$ cat config.mk
export PLATFORM = sky130hd
export DESIGN_NAME = simple_cpu
export DESIGN_NICKNAME = d
export VERILOG_FILES = /design/src/rtl/simple_cpu_pkg.sv /design/src/rtl/simple_cpu_alu.sv /design/src/rtl/simple_cpu.sv
export SDC_FILE = /design/constraint.sdc
export NUM_CORES = 1
export LEC_CHECK = 0
export CAP_MARGIN = 20
export CORE_MARGIN = 2
export CORE_UTILIZATION = 50
export DETAILED_ROUTE_END_ITERATION = 6
export PLACE_DENSITY_LB_ADDON = 0.2
export RECOVER_POWER = 25
export REMOVE_ABC_BUFFERS = 1
export SLEW_MARGIN = 20
export SYNTH_ARGS = -nofsm -noshare
export SYNTH_HDL_FRONTEND = slang
export SYNTH_SLANG_ARGS = --single-unit
$ cat constraint.sdc
create_clock -name clk -period 3.9 [get_ports clk]
set_input_delay 0.585 -clock clk [delete_from_list [all_inputs] [get_ports clk]]
set_output_delay 0.585 -clock clk [all_outputs]
set_load 0.02 [all_outputs]
$ cat src/rtl/simple_cpu_pkg.sv
// Shared constants for the 8-bit accumulator CPU: data width and opcode encodings.
package simple_cpu_pkg;

   localparam int DATA_W = 8;

   localparam logic [3:0] OP_ADD  = 4'h0;
   localparam logic [3:0] OP_SUB  = 4'h1;
   localparam logic [3:0] OP_AND  = 4'h2;
   localparam logic [3:0] OP_OR   = 4'h3;
   localparam logic [3:0] OP_XOR  = 4'h4;
   localparam logic [3:0] OP_LDI  = 4'h5;
   localparam logic [3:0] OP_LDH  = 4'h6;
   localparam logic [3:0] OP_NOT  = 4'h7;
   localparam logic [3:0] OP_SHL  = 4'h8;
   localparam logic [3:0] OP_SHR  = 4'h9;
   localparam logic [3:0] OP_STA  = 4'hA;
   localparam logic [3:0] OP_LDA  = 4'hB;
   localparam logic [3:0] OP_ADDR = 4'hC;
   localparam logic [3:0] OP_SUBR = 4'hD;
   localparam logic [3:0] OP_CLR  = 4'hE;
   localparam logic [3:0] OP_NOP  = 4'hF;

   // Opcodes that produce a carry/borrow; every other opcode leaves the flag alone.
   function automatic logic is_arith(input logic [3:0] op);
      return (op == OP_ADD) || (op == OP_SUB) || (op == OP_ADDR) || (op == OP_SUBR);
   endfunction

   // Opcodes whose operand comes from the register file instead of imm4.
   function automatic logic uses_reg(input logic [3:0] op);
      return (op == OP_LDA) || (op == OP_ADDR) || (op == OP_SUBR);
   endfunction

endpackage

$ cat src/rtl/simple_cpu_alu.sv
// Combinational datapath: computes the new accumulator value and carry/borrow for one opcode.
module simple_cpu_alu
   import simple_cpu_pkg::*;
(
   input  logic [3:0]        opcode,
   input  logic [DATA_W-1:0] acc,
   input  logic [DATA_W-1:0] operand,
   output logic [DATA_W-1:0] result,
   output logic              carry,
   output logic              writes_acc
);

   logic [DATA_W:0] sum_s;
   logic [DATA_W:0] diff_s;

   assign sum_s  = {1'b0, acc} + {1'b0, operand};
   // Top bit of the 9-bit difference is set exactly when operand > acc (borrow).
   assign diff_s = {1'b0, acc} - {1'b0, operand};

   // Opcode decode and result selection
   always_comb begin
      result     = acc;
      carry      = 1'b0;
      writes_acc = 1'b1;
      case (opcode)
         OP_ADD, OP_ADDR: begin
            result = sum_s[DATA_W-1:0];
            carry  = sum_s[DATA_W];
         end
         OP_SUB, OP_SUBR: begin
            result = diff_s[DATA_W-1:0];
            carry  = diff_s[DATA_W];
         end
         OP_AND:  result = acc & operand;
         OP_OR:   result = acc | operand;
         OP_XOR:  result = acc ^ operand;
         OP_LDI:  result = operand;
         OP_LDH:  result = {operand[3:0], acc[3:0]};
         OP_NOT:  result = ~acc;
         OP_SHL:  result = acc << operand[2:0];
         OP_SHR:  result = acc >> operand[2:0];
         OP_STA:  writes_acc = 1'b0;
         OP_LDA:  result = operand;
         OP_CLR:  result = 8'h00;
         OP_NOP:  writes_acc = 1'b0;
         default: writes_acc = 1'b0;
      endcase
   end

endmodule

$ cat src/rtl/simple_cpu.sv
// Single-cycle 8-bit accumulator CPU: acc, flags and a four-entry register file around simple_cpu_alu.
module simple_cpu
   import simple_cpu_pkg::*;
(
   input  logic        clk,
   input  logic        reset,
   input  logic [7:0]  instruction,
   output logic [7:0]  acc,
   output logic        zero_flag,
   output logic        carry_flag
);

   logic [3:0]        opcode_s;
   logic [3:0]        imm_s;
   logic [1:0]        rsel_s;
   logic [DATA_W-1:0] operand_s;
   logic [DATA_W-1:0] result_s;
   logic              carry_s;
   logic              writes_acc_s;

   logic [DATA_W-1:0] acc_q, acc_d;
   logic              zero_q, zero_d;
   logic              carry_q, carry_d;
   logic [DATA_W-1:0] regs_q [4];
   logic [DATA_W-1:0] regs_d [4];

   assign opcode_s  = instruction[7:4];
   assign imm_s     = instruction[3:0];
   assign rsel_s    = imm_s[1:0];
   assign operand_s = uses_reg(opcode_s) ? regs_q[rsel_s] : {4'b0000, imm_s};

   simple_cpu_alu u_alu (
      .opcode     (opcode_s),
      .acc        (acc_q),
      .operand    (operand_s),
      .result     (result_s),
      .carry      (carry_s),
      .writes_acc (writes_acc_s)
   );

   // Next-state for accumulator, flags and register file
   always_comb begin
      regs_d = regs_q;
      if (opcode_s == OP_STA) begin
         regs_d[rsel_s] = acc_q;
      end else begin
         regs_d = regs_q;
      end
      if (writes_acc_s) begin
         acc_d  = result_s;
         zero_d = (result_s == 8'h00);
      end else begin
         acc_d  = acc_q;
         zero_d = zero_q;
      end
      if (is_arith(opcode_s)) begin
         carry_d = carry_s;
      end else begin
         carry_d = carry_q;
      end
   end

   // State registers with asynchronous active-low reset
   always_ff @(posedge clk or negedge reset) begin
      if (!reset) begin
         acc_q   <= 8'h00;
         zero_q  <= 1'b1;
         carry_q <= 1'b0;
         for (int i = 0; i < 4; i++) begin
            regs_q[i] <= 8'h00;
         end
      end else begin
         acc_q   <= acc_d;
         zero_q  <= zero_d;
         carry_q <= carry_d;
         regs_q  <= regs_d;
      end
   end

   assign acc        = acc_q;
   assign zero_flag  = zero_q;
   assign carry_flag = carry_q;

endmodule

==> run metrics <==
hold buffers post-CTS=0; routed wire length=14100 um; RSZ-0062 raised after global routing=false; Fmax=272 MHz; post-layout min period=3.68 ns; largest net degree at the start of global routing=43; clock latency on the worst-skew pair=0.31 ns; Reg clk slew, reported paths=0.11 ns; Fill cells=656; Reg2Reg Depth=15; H-tree depth=2; first-pass GRT wire length=22000 um; Worst Tran Pin Value=1.66 ns; run status=finished, violations left; initial antenna violation count=0; sequential area share after synthesis=26.4%; Mean Syn Cell Area=8.51 sq um; Setup CP Type=in2reg; CTS root buffer=clkbuf_8; worst r2r dst=zero_flag; crit end category=flop; Power Total=2180 uW; setup violators final=0; via count=4157; synthesized netlist cell count=469; Tcrit/Tclk final=94.3%; most frequent cell after synthesis=nand2_1; number of global-route vias before repair=3943; die width=93.3 um; total DRC errors in the routed layout=0; layout cell share with drive strength beyond 1=27.3%; Synth area leaders=dfrtp_1 (26%), ha_1 (6.9%), o21ai_0 (5.6%); remaining antenna violation count=0; Worst EP required=4.12 ns; most frequent cells after synthesis=nand2_1 (52), o21ai_0 (45), dfrtp_1 (41); register area=1050 sq um; Num CTS Buffers=5; HP Class=in2async; largest area contributor in the netlist=dfrtp_1; top cell type's share of synthesized area=25.7%; Multi-input gate area=2730 sq um; DR iter-0 viols=415; clock buffer depth=2; Syn-to-layout area delta=26.0%; Psw=930 uW; Comb pwr share=56.2%; antenna diode count=0; Mapped Area=3990 sq um; max-slew violation count=33; num ports=20; Post-synth ARST share=100%; R2R setup slack=0.44 ns; max cap viols=1; Post-synth top flop=dfrtp_1; fin nets=592; worst IR drop on VDD=0.000247 V; FP Rows=32; crit path DAT=3.90 ns; max_slew headroom=-10.6%; IO Port Bufs=19; clock sinks=42; worst clock skew=0.0209 ns; drt pass-1 iters=6; Core Area=7730 sq um; CTS tree=done; Die Ht=93.3 um; routed length per instance=21.3 um; Cell Pwr Density=434 nW/um^2; GP Congestion=1.04; Final HPWL DP=10800 um; critical path startpoint category=input port; failing checks=capacitance limit, slew limit; Final Hold Fails=0; gr ovfl total=0; internal cell power=1250 uW; worst r2r src=regs_q[1]; Die Footprint=8710 sq um; Crit Path Max Fanout=4; Initial Utilization=51.7%; vias per cell=6.28; LEAKAGE=0.00226 uW; synth unique cells=76; sequential share of power=29.1%; EDFF count, synth=0; Ys Warns=0; Switching Fraction=42.6%; Total GRT Usage=33.6%; Min Hold Slack=0.279 ns; postcts setup bufs=0; clock power share=14.7%; Seq cells post-synth=42
layout by cell type, fill, tap and decap left out, drive strengths merged, types with 5 or more instances in the layout:
| cell type | n |
|---|---|
| mux2i | 10 |
| o21ai | 48 |
| a21oi | 11 |
| a221oi | 5 |
| buf | 97 |
| ha | 22 |
| a211oi | 12 |
| clkdlybuf4s50 | 12 |
| a31oi | 10 |
| nand2 | 52 |
| clkbuf | 7 |
| a21o | 5 |
| nor2b | 6 |
| dlymetal6s2s | 5 |
| nor4 | 6 |
| mux2 | 12 |
| nand3b | 5 |
| xnor2 | 8 |
| mux4 | 9 |
| nand2b | 9 |
| o211ai | 7 |
| inv | 26 |
| dfrtp | 41 |
| nand3 | 10 |
| nor2 | 31 |
| nor3 | 14 |
worst max path at each step:
stage / startpoint / slack [ns] / cells past startpoint / end
floorplan: instruction[0] / 0.20 / 14 / zero_flag
global placement: instruction[0] / -0.34 / 15 / zero_flag
detailed placement: instruction[0] / -0.45 / 15 / zero_flag
CTS: instruction[7] / 0.03 / 18 / zero_flag
global route: instruction[0] / 0.03 / 16 / zero_flag
finish: instruction[0] / 0.22 / 16 / zero_flag
routing by layer:
metal  up-vias  track usage (%)  share of wire, %
li1       1931                -                 -
met1      2027             46.6                44
met2       170             52.3                46
met3        29             6.45               7.3
met4         0             12.4               3.1
met5         -                0                 0
registers in the layout, indices dropped and copies added (netlist names):
| signal | cells |
|---|---|
| acc | 8 |
| regs_q | 32 |
| zero_flag | 1 |
| carry_flag | 1 |
logic make-up (layout without fill, tap and decap cells):
| logic type | count (synthesis) | count (layout) | share of synthesized area (%) |
|---|---|---|---|
| buffers and inverters | 58 | 149 | 6.21 |
| multiplexers | 31 | 31 | 11.3 |
| AND/OR/NAND/NOR | 152 | 152 | 19.4 |
| AO/OA/AOI/OAI | 152 | 152 | 27.0 |
| adder cells (fa/ha/maj) | 23 | 23 | 7.40 |
| XOR/XNOR | 11 | 11 | 2.41 |
| flip-flops | 42 | 42 | 26.4 |
worst max-delay path: stages:
cell and delay [ns]:
dlygate4sd2_1 0.28, mux4_2 0.54, a21boi_2 0.19, nor2_4 0.11, inv_2 0.07, ha_1 0.29, buf_4 0.14, a21o_1 0.14
a21o_1 0.19, a21o_1 0.20, a21oi_1 0.18, xnor2_1 0.09, a211o_1 0.30, a211oi_2 0.24, o211ai_1 0.12, o32ai_2 0.21
stage by stage:
step | utilization (%) | instance area (sq um) | instances | setup slack (ns) | TNS (ns)
5_1_grt | 65.1 | 5030 | 662 | 0.0258 | 0
4_1_cts | 64.6 | 4990 | 661 | 0.0284 | 0
6_report | 65.1 | 5030 | 662 | 0.221 | 0
3_5_place_dp | 63.1 | 4870 | 653 | -0.447 | -1.76
3_3_place_gp | 63.1 | 4870 | 653 | -0.339 | -1.45
2_1_floorplan | - | 3830 | 435 | 0.200 | 0
power groups by stage:
stage	logic, uW	registers, uW	clock network [uW]
6_report	1230	634	321
3_5_place_dp	1180	640	0
2_1_floorplan	617	669	0
3_3_place_gp	1160	634	0
5_1_grt	1320	646	342
4_1_cts	1190	631	325
final cells by class:
| class | count | share of cell area (%) |
|---|---|---|
| multi-input combinational | 369 | 54.2 |
| inverter | 24 | 1.79 |
| clock inverter | 3 | 0.548 |
| clock buffer | 5 | 1.37 |
| tap | 102 | 2.54 |
| sequential | 42 | 20.9 |
| timing repair buffer | 117 | 18.6 |
repair_timing:
| action | in CTS | in global routing |
|---|---|---|
| pin swaps | 1 | 2 |
| endpoints found under the setup margin | 4 | 5 |
| resized for setup | 6 | 12 |
Power figures use the tool's default switching activity.
